$ cat config.mk
export PLATFORM = sky130hd
export DESIGN_NAME = mem_addr_arbiter_flat
export DESIGN_NICKNAME = d
export VERILOG_FILES = /design/src/rtl/mem_addr_arbiter_if.sv /design/src/rtl/mem_addr_arbiter.sv /design/src/flat_wrapper.sv
export SDC_FILE = /design/constraint.sdc
export NUM_CORES = 1
export LEC_CHECK = 0
export CAP_MARGIN = 20
export CORE_ASPECT_RATIO = 0.5
export CORE_UTILIZATION = 35
export CTS_CLUSTER_SIZE = 30
export DETAILED_ROUTE_END_ITERATION = 12
export HOLD_SLACK_MARGIN = 0.03
export PLACE_DENSITY = 0.79
export SLEW_MARGIN = 20
export SYNTH_ARGS = -nofsm -noshare
export SYNTH_HDL_FRONTEND = slang
export SYNTH_SLANG_ARGS = --single-unit
export TNS_END_PERCENT = 1
$ cat constraint.sdc
create_clock -name clk -period 1.59 [get_ports clk]
set_input_delay 0.318 -clock clk [delete_from_list [all_inputs] [get_ports clk]]
set_output_delay 0.318 -clock clk [all_outputs]
set_load 0.02 [all_outputs]
$ cat src/rtl/mem_addr_arbiter_if.sv
// Request/memory bundle for mem_addr_arbiter.
// master = requesters + memory, slave = arbiter.
interface mem_addr_arbiter_if #(
  parameter int NUM_CH = 2,
  parameter int ADDR_W = 28,
  parameter int ID_W   = (NUM_CH > 1) ? $clog2(NUM_CH) : 1
);
  logic [NUM_CH-1:0]        req;
  logic [NUM_CH*ADDR_W-1:0] addr_in;
  logic                     mem_ready;
  logic [ADDR_W-1:0]        mem_addr;
  logic                     mem_valid;
  logic [NUM_CH-1:0]        grant;
  logic [ID_W-1:0]          grant_id;
  logic [NUM_CH-1:0]        ack;

  modport master (
    output req,
    output addr_in,
    output mem_ready,
    input  mem_addr,
    input  mem_valid,
    input  grant,
    input  grant_id,
    input  ack
  );

  modport slave (
    input  req,
    input  addr_in,
    input  mem_ready,
    output mem_addr,
    output mem_valid,
    output grant,
    output grant_id,
    output ack
  );
endinterface

$ cat src/rtl/mem_addr_arbiter.sv
// NUM_CH-way address arbiter onto one registered memory port.
// MEM_ARB_ROUND_ROBIN_EN selects round-robin over fixed priority.
module mem_addr_arbiter #(
  parameter int NUM_CH = 2,
  parameter int ADDR_W = 28,
  parameter int ID_W   = (NUM_CH > 1) ? $clog2(NUM_CH) : 1
) (
  input logic               clk,
  input logic               rst,
  mem_addr_arbiter_if.slave bus
);
  typedef enum logic {
    IDLE,
    BUSY
  } state_t;

  state_t            state;
  logic [ID_W-1:0]   win;
  logic [ADDR_W-1:0] win_addr;
  logic              any_req;
  logic              hs;

  assign any_req = |bus.req;
  assign hs      = bus.mem_valid & bus.mem_ready;
  assign bus.ack = bus.grant & {NUM_CH{hs}};

`ifdef MEM_ARB_ROUND_ROBIN_EN
  logic [ID_W-1:0]     ptr;
  logic [ID_W-1:0]     nxt_ptr;
  logic [2*NUM_CH-1:0] dbl;
  logic [NUM_CH-1:0]   rot;

  function automatic int wrap(int s);
    return (s >= NUM_CH) ? s - NUM_CH : s;
  endfunction

  // rot[k] is the request of channel (ptr + k) mod NUM_CH
  assign dbl = {bus.req, bus.req} >> ptr;
  assign rot = dbl[NUM_CH-1:0];

  always_comb begin
    win = '0;
    for (int k = NUM_CH - 1; k >= 0; k--) begin
      if (rot[k]) begin
        win = ID_W'(wrap(int'(ptr) + k));
      end
    end
  end

  assign nxt_ptr = ID_W'(wrap(int'(win) + 1));
`else
  always_comb begin
    win = '0;
    for (int k = NUM_CH - 1; k >= 0; k--) begin
      if (bus.req[k]) begin
        win = ID_W'(k);
      end
    end
  end
`endif

  always_comb begin
    win_addr = '0;
    for (int i = 0; i < NUM_CH; i++) begin
      if (win == ID_W'(i)) begin
        win_addr = bus.addr_in[i*ADDR_W +: ADDR_W];
      end
    end
  end

  always_ff @(posedge clk) begin
    if (rst) begin
      state         <= IDLE;
      bus.mem_addr  <= '0;
      bus.mem_valid <= 1'b0;
      bus.grant     <= '0;
      bus.grant_id  <= '0;
`ifdef MEM_ARB_ROUND_ROBIN_EN
      ptr           <= '0;
`endif
    end else begin
      unique case (state)
        IDLE: begin
          if (any_req) begin
            state         <= BUSY;
            bus.mem_addr  <= win_addr;
            bus.mem_valid <= 1'b1;
            bus.grant     <= NUM_CH'(1) << win;
            bus.grant_id  <= win;
`ifdef MEM_ARB_ROUND_ROBIN_EN
            ptr           <= nxt_ptr;
`endif
          end
        end
        BUSY: begin
          // address and owner stay frozen until the memory takes it
          if (hs) begin
            state         <= IDLE;
            bus.mem_valid <= 1'b0;
            bus.grant     <= '0;
            bus.grant_id  <= '0;
          end
        end
        default: state <= IDLE;
      endcase
    end
  end

  always_ff @(posedge clk) begin
    if (!rst) begin
      assert ($onehot0(bus.grant));
      assert (bus.mem_valid == (bus.grant != '0));
      assert (bus.mem_valid == (state == BUSY));
    end
  end
endmodule

$ cat src/flat_wrapper.sv
// flat-port wrapper written by rule: the top's interface ports become plain ports
module mem_addr_arbiter_flat 
#(
  parameter int NUM_CH = 2,
  parameter int ADDR_W = 28,
  parameter int ID_W   = (NUM_CH > 1) ? $clog2(NUM_CH) : 1
)
  (clk, rst, bus_req, bus_addr_in, bus_mem_ready, bus_mem_addr, bus_mem_valid, bus_grant, bus_grant_id, bus_ack);
  mem_addr_arbiter_if #(.NUM_CH(NUM_CH), .ADDR_W(ADDR_W), .ID_W(ID_W)) bus_i ();
  input logic clk;
  input logic rst;
  input wire logic [$bits(bus_i.req)-1:0] bus_req;
  input wire logic [$bits(bus_i.addr_in)-1:0] bus_addr_in;
  input wire logic [$bits(bus_i.mem_ready)-1:0] bus_mem_ready;
  output wire logic [$bits(bus_i.mem_addr)-1:0] bus_mem_addr;
  output wire logic [$bits(bus_i.mem_valid)-1:0] bus_mem_valid;
  output wire logic [$bits(bus_i.grant)-1:0] bus_grant;
  output wire logic [$bits(bus_i.grant_id)-1:0] bus_grant_id;
  output wire logic [$bits(bus_i.ack)-1:0] bus_ack;
  assign bus_i.req = bus_req;
  assign bus_i.addr_in = bus_addr_in;
  assign bus_i.mem_ready = bus_mem_ready;
  assign bus_mem_addr = bus_i.mem_addr;
  assign bus_mem_valid = bus_i.mem_valid;
  assign bus_grant = bus_i.grant;
  assign bus_grant_id = bus_i.grant_id;
  assign bus_ack = bus_i.ack;
  mem_addr_arbiter #(.NUM_CH(NUM_CH), .ADDR_W(ADDR_W), .ID_W(ID_W)) u_core (.clk(clk), .rst(rst), .bus(bus_i));
endmodule
==> results.sh, run 1 <==
export IMPL_final_cells=325
export IMPL_switchingPower_uw=630
export IMPL_wl_mm=4.27
export IMPL_fin_nets=334
export IMPL_chipWidth_microns=92.0
export IMPL_crit_type="flip-flop to output pin"
export IMPL_root_buffer="clkbuf_8"
export IMPL_cp_top_family="buffers and inverters"
export IMPL_vias=1583
export IMPL_antenna_cells=0
export IMPL_clock_latency_ps=280
export IMPL_pin_count=95
export IMPL_power_internal_mw=1.57
export IMPL_synth_warnings=0
export IMPL_viasPerCell=4.87
export IMPL_synth_seq_cells=32
export IMPL_final_area_sq_um=2540
export IMPL_place_area_sq_um=2440
export IMPL_dp_hpwl_mm=3.11
export IMPL_fmaxAchievable_ghz=0.643
export IMPL_cp_slowest_cell="clkdlybuf4s50_1"
export IMPL_ys_seq_area_frac=0.451
export IMPL_crit_fanout=2
export IMPL_critPathLaunchType="flip-flop"
export IMPL_grtUsageTotal=0.202
export IMPL_worst_path_buf_inv=1
export IMPL_required_ps=1270
export IMPL_end_kind="output pin"
export IMPL_crit_chain="clkdlybuf4s50_1"
export IMPL_period_share=0.979
export IMPL_drtIter0Drc=34
export IMPL_num_rows=15
export IMPL_syn_area_per_cell_sq_um=8.02
export IMPL_cts_sinks=32
export IMPL_dr_pass1_iters=4
export IMPL_layout_common_cells="clkdlybuf4s50_1, nand2_1, dfxtp_1"
export IMPL_final_util=0.699
export IMPL_drv_slew=0
export IMPL_hold_violations=0
export IMPL_numCtsBuffers=5
export IMPL_antenna_left=0
export IMPL_cts_tree="yes"
export IMPL_worst_slew_pin_slew_ps=270
export IMPL_final_common_cell="clkdlybuf4s50_1"
export IMPL_fin_worst_skew_ps=1.51
export IMPL_postCtsHoldBufs=0
export IMPL_area_delta_synth_final_pct=79.3
export IMPL_setup_viol=0
export IMPL_drc_errors=0
export IMPL_drive_gt1_frac=0.0803
export IMPL_rsz0062_at_grt="no"
export IMPL_clock_path_buffers=2
export IMPL_relSlewSlack=0.820
export IMPL_power_leakage_nw=1.14
export IMPL_path_clk_slew_ps=70
export IMPL_antenna_found_initial=0
export IMPL_first_global_vias=1546
export IMPL_die_area_sq_um=4330
export IMPL_vdd_drop_max_mv=0.395
export IMPL_crit_arrival_ps=1240
export IMPL_grt_max_degree=30
export IMPL_comb_power_share=0.289
export IMPL_status="completed"
export IMPL_core_sq_um=3640
export IMPL_synth_net_count=238
export IMPL_io_buffers=94
export IMPL_min_period_ps=1560
export IMPL_die_y_microns=47.0
export IMPL_synthCells=177
export IMPL_initial_utilization=0.390
export IMPL_post_drt_wl_per_cell_microns=13.2
export IMPL_clock_power_share=0.293
export IMPL_power_density_nw_per_um2=867
export IMPL_syn_area_sq_um=1420
export IMPL_setup_slack_ps=34.1
export IMPL_min_path_type="flip-flop to flip-flop"
export IMPL_placed_cells=317
export IMPL_pre_cts_ws_ps=-307
export IMPL_sw_frac_of_total=0.286
export IMPL_maxCapViolCount=0
export IMPL_slowest_delay_ps=620
export IMPL_reg2reg_slack_ps=310
export IMPL_grt_pass1_wl_mm=6.69
export IMPL_ys_types=18
export IMPL_htreeDepth=2
export IMPL_gr_total_overflow=0
export IMPL_place_gp_congestion=0.677
export IMPL_p_seq_frac=0.418
## cells in the mapped netlist
cell	count	area share
nand2_1	57	0.15
dfxtp_1	32	0.45
nor2_1	30	0.079
a311oi_1	28	0.17
buf_4	5	0.026
buf_2	4	0.014
buf_6	4	0.032
clkbuf_1	3	0.0079
a21oi_1	2	0.0071
and3_1	2	0.0088
nand2b_1	2	0.0088
o21ai_0	2	0.0071
a21boi_0	1	0.0053
a31oi_1	1	0.0044
and2b_1	1	0.0053
o21a_1	1	0.0053
o21ba_2	1	0.0071
o31a_1	1	0.0062
## registers in the layout (all words and copies together) (netlist names)
register / count
u_core.bus.grant: 2
u_core.bus.mem_addr: 28
u_core.bus.mem_valid: 1
u_core.state: 1
## logic make-up after synthesis
group / Yosys count / share of synthesized area
buf+inv: 16 / 0.0802
simple gates: 92 / 0.253
flops: 32 / 0.451
compound gates: 37 / 0.215
## power by group through the flow
stage                     logic [mW]  clock network, mW  registers [mW]
final                          0.637              0.647           0.921
after global routing           0.685              0.699           0.931
after CTS                      0.646              0.662           0.921
after detailed placement       0.646                  0           0.938
after global placement         0.637                  0           0.935
after floorplan                0.202                  0            1.03
## per-stage QoR
| stage | power [mW] | hold slack (ps) | setup TNS (ps) |
|---|---|---|---|
| detailed placement | 1.58 | 482 | -1930 |
| CTS | 2.23 | 490 | 0 |
| finish | 2.20 | 491 | 0 |
| global route | 2.31 | 517 | 0 |
| floorplan | 1.23 | 436 | 0 |
| global placement | 1.57 | 477 | -1590 |
## what timing repair did
item	CTS	global route
setup buffers	0	0
endpoints found under the setup margin	5	11
resized for setup	9	11
pin swaps	0	0
## routing by layer
metal / wire length [microns] / GRT usage / up-vias
met5: 0 / 0 / -
met4: 43 / 0.0844 / 0
met3: 161 / 0.0453 / 5
met2: 2210 / 0.410 / 35
met1: 1860 / 0.217 / 738
li1: - / - / 805
## final timing paths
kind,cells after the start,from,to
hold / removal,2,u_core.bus.grant[0],u_core.bus.grant[0]
hold reg to reg,2,u_core.bus.grant[0],u_core.bus.grant[0]
setup reg to reg,4,u_core.state,u_core.bus.mem_addr[15]
setup / recovery,1,u_core.bus.mem_addr[5],bus_mem_addr[5]
## cell type report
type                            instances  area [sq um]
Tap cell                               51          63.8
Clock inverter                          2          10.0
Sequential cell                        32           641
Timing Repair Buffer                  105          1080
Multi-Input combinational cell        129           664
Clock buffer                            6          82.6
Fill cell                             302          1100
(Power assumes the default switching activity.)
==> inputs of run 2 (changes only) <==
--- a/config.mk
+++ b/config.mk
@@ -7,11 +7,11 @@
 export LEC_CHECK = 0
 export CAP_MARGIN = 20
 export CORE_ASPECT_RATIO = 0.5
-export CORE_UTILIZATION = 35
+export CORE_UTILIZATION = 38
 export CTS_CLUSTER_SIZE = 30
 export DETAILED_ROUTE_END_ITERATION = 12
 export HOLD_SLACK_MARGIN = 0.03
-export PLACE_DENSITY = 0.79
+export PLACE_DENSITY = 0.85
 export SLEW_MARGIN = 20
 export SYNTH_ARGS = -nofsm -noshare
 export SYNTH_HDL_FRONTEND = slang
==> constraint.sdc (replaced) <==
create_clock -name clk -period 1.8 [get_ports clk]
set_input_delay 0.36 -clock clk [delete_from_list [all_inputs] [get_ports clk]]
set_output_delay 0.36 -clock clk [all_outputs]
set_load 0.02 [all_outputs]
==> run 2 against run 1 <==
Compared with the run above:
- sequential share of layout area grew 0.47 points
- routed wire length grew 5.0%
- count of clock-buffer cells in the layout is the same
- combinational power shrank 11%
- core utilization grew 1.3 points
- first-iteration DRC count grew 88%
- register-to-register slack gained 170 ps
- largest cell class unchanged
==> results.sh, run 2 (synthesized netlist as in run 1, its figures left out) <==
export IMPL_area_delta_synth_final_pct=76.0
export IMPL_numCtsBuffers=5
export IMPL_final_area_sq_um=2500
export IMPL_antenna_cells=0
export IMPL_regMostFlops="u_core.bus.mem_addr"
export IMPL_place_gp_congestion=0.718
export IMPL_drtIter0Drc=64
export IMPL_worstHoldStart="u_core.bus.mem_addr[10]"
export IMPL_maxCapViolCount=0
export IMPL_gr_total_overflow=0
export IMPL_sw_frac_of_total=0.293
export IMPL_reg2reg_from="u_core.state"
export IMPL_io_buffers=94
export IMPL_postCtsHoldBufs=0
export IMPL_min_path_type="flip-flop to flip-flop"
export IMPL_initial_utilization=0.404
export IMPL_dr_pass1_iters=4
export IMPL_setup_worst_path_start="bus_mem_ready"
export IMPL_die_area_sq_um=4000
export IMPL_antenna_found_initial=0
export IMPL_fin_nets=331
export IMPL_p_seq_frac=0.414
export IMPL_htreeDepth=2
export IMPL_post_drt_wl_per_cell_microns=13.9
export IMPL_clock_power_share=0.297
export IMPL_reg2reg_slack_ps=480
export IMPL_switchingPower_uw=575
export IMPL_rr_worst_depth=4
export IMPL_min_period_ps=1700
export IMPL_grt_pass1_wl_mm=6.84
export IMPL_drive_gt1_frac=0.0627
export IMPL_power_leakage_nw=0.984
export IMPL_required_ps=1440
export IMPL_worst_slew_pin_slew_ps=337
export IMPL_largest_registers="u_core.bus.mem_addr: 28 flops, u_core.bus.grant: 2 flops"
export IMPL_root_buffer="clkbuf_8"
export IMPL_vdd_drop_max_mv=0.366
export IMPL_postCtsSetupBuffers=0
export IMPL_chipWidth_microns=88.4
export IMPL_critPathLaunchType="input pin"
export IMPL_fmaxAchievable_ghz=0.589
export IMPL_worst_hold_path_endpoint="u_core.bus.mem_addr[10]"
export IMPL_crit_fanout=3
export IMPL_period_share=0.943
export IMPL_drv_slew=0
export IMPL_power_density_nw_per_um2=787
export IMPL_die_y_microns=45.2
export IMPL_place_area_sq_um=2410
export IMPL_num_rows=15
export IMPL_hold_violations=0
export IMPL_drc_errors=0
export IMPL_grtUsageTotal=0.231
export IMPL_core_sq_um=3510
export IMPL_path_clk_slew_ps=70
export IMPL_cts_tree="yes"
export IMPL_dp_hpwl_mm=3.23
export IMPL_grt_max_degree=31
export IMPL_vias=1622
export IMPL_wl_mm=4.49
export IMPL_antenna_left=0
export IMPL_power_internal_mw=1.39
export IMPL_fin_worst_skew_ps=2.48
export IMPL_viasPerCell=5.04
export IMPL_crit_type="input pin to output pin"
export IMPL_end_kind="output pin"
export IMPL_largest_reg_flops=28
export IMPL_rsz0062_at_grt="no"
export IMPL_cts_sinks=32
export IMPL_whs_ps=495
export IMPL_pin_count=95
export IMPL_crit_arrival_ps=1340
export IMPL_relSlewSlack=0.774
export IMPL_first_global_vias=1534
export IMPL_layout_common_cells="clkdlybuf4s50_1, nand2_1, dfxtp_1"
export IMPL_comb_power_share=0.289
export IMPL_final_common_cell="clkdlybuf4s50_1"
export IMPL_clock_path_buffers=2
export IMPL_clock_latency_ps=290
export IMPL_worstHoldPathCells=2
export IMPL_setup_viol=0
export IMPL_r2r_end="u_core.bus.mem_addr[19]"
export IMPL_status="completed"
run 2: worst max path at each step:
stage,slack (ps),cells after the start,end
final,100,3,bus_ack[0]
after global routing,70,1,bus_mem_valid
after CTS,110,3,bus_ack[0]
after detailed placement,-160,3,bus_ack[0]
after global placement,-150,3,bus_ack[1]
after floorplan,640,5,u_core.bus.mem_addr[0]
run 2: metal layers:
metal | vias up | part of all wire | global-route usage
li1 | 800 | - | -
met1 | 757 | 0.42 | 0.258
met2 | 53 | 0.51 | 0.434
met3 | 12 | 0.048 | 0.0567
met4 | 0 | 0.018 | 0.0935
met5 | - | 0 | 0
run 2: critical path, stage by stage:
cell and delay [ps]:
clkdlybuf4s50_1 500, and3_1 160, dlygate4sd2_1 320
run 2: what timing repair did:
action                                 in CTS  in global routing
setup endpoints to repair                   2                  0
endpoints found under the hold margin       0                  0
gates resized for setup                     2                  0
run 2: power groups by stage:
stage | Combinational, mW | Clock (mW) | Sequential, mW
CTS | 0.569 | 0.589 | 0.814
global placement | 0.553 | 0 | 0.825
finish | 0.568 | 0.584 | 0.814
floorplan | 0.179 | 0 | 0.906
global route | 0.608 | 0.615 | 0.822
detailed placement | 0.565 | 0 | 0.829
run 2: through the flow:
stage | utilization | instances | TNS [ps] | power, mW | setup slack [ps]
floorplan | - | 177 | 0 | 1.08 | 644
global placement | 0.686 | 314 | -303 | 1.38 | -152
detailed placement | 0.686 | 314 | -318 | 1.39 | -162
CTS | 0.712 | 322 | 0 | 1.97 | 105
global route | 0.712 | 322 | 0 | 2.04 | 71.6
finish | 0.712 | 322 | 0 | 1.97 | 103
run 2: cell type report:
class	instances	area (sq um)
Clock buffer	6	82.6
Clock inverter	2	10.0
Fill cell	274	1010
Multi-Input combinational cell	129	664
Sequential cell	32	641
Tap cell	51	63.8
Timing Repair Buffer	102	1040
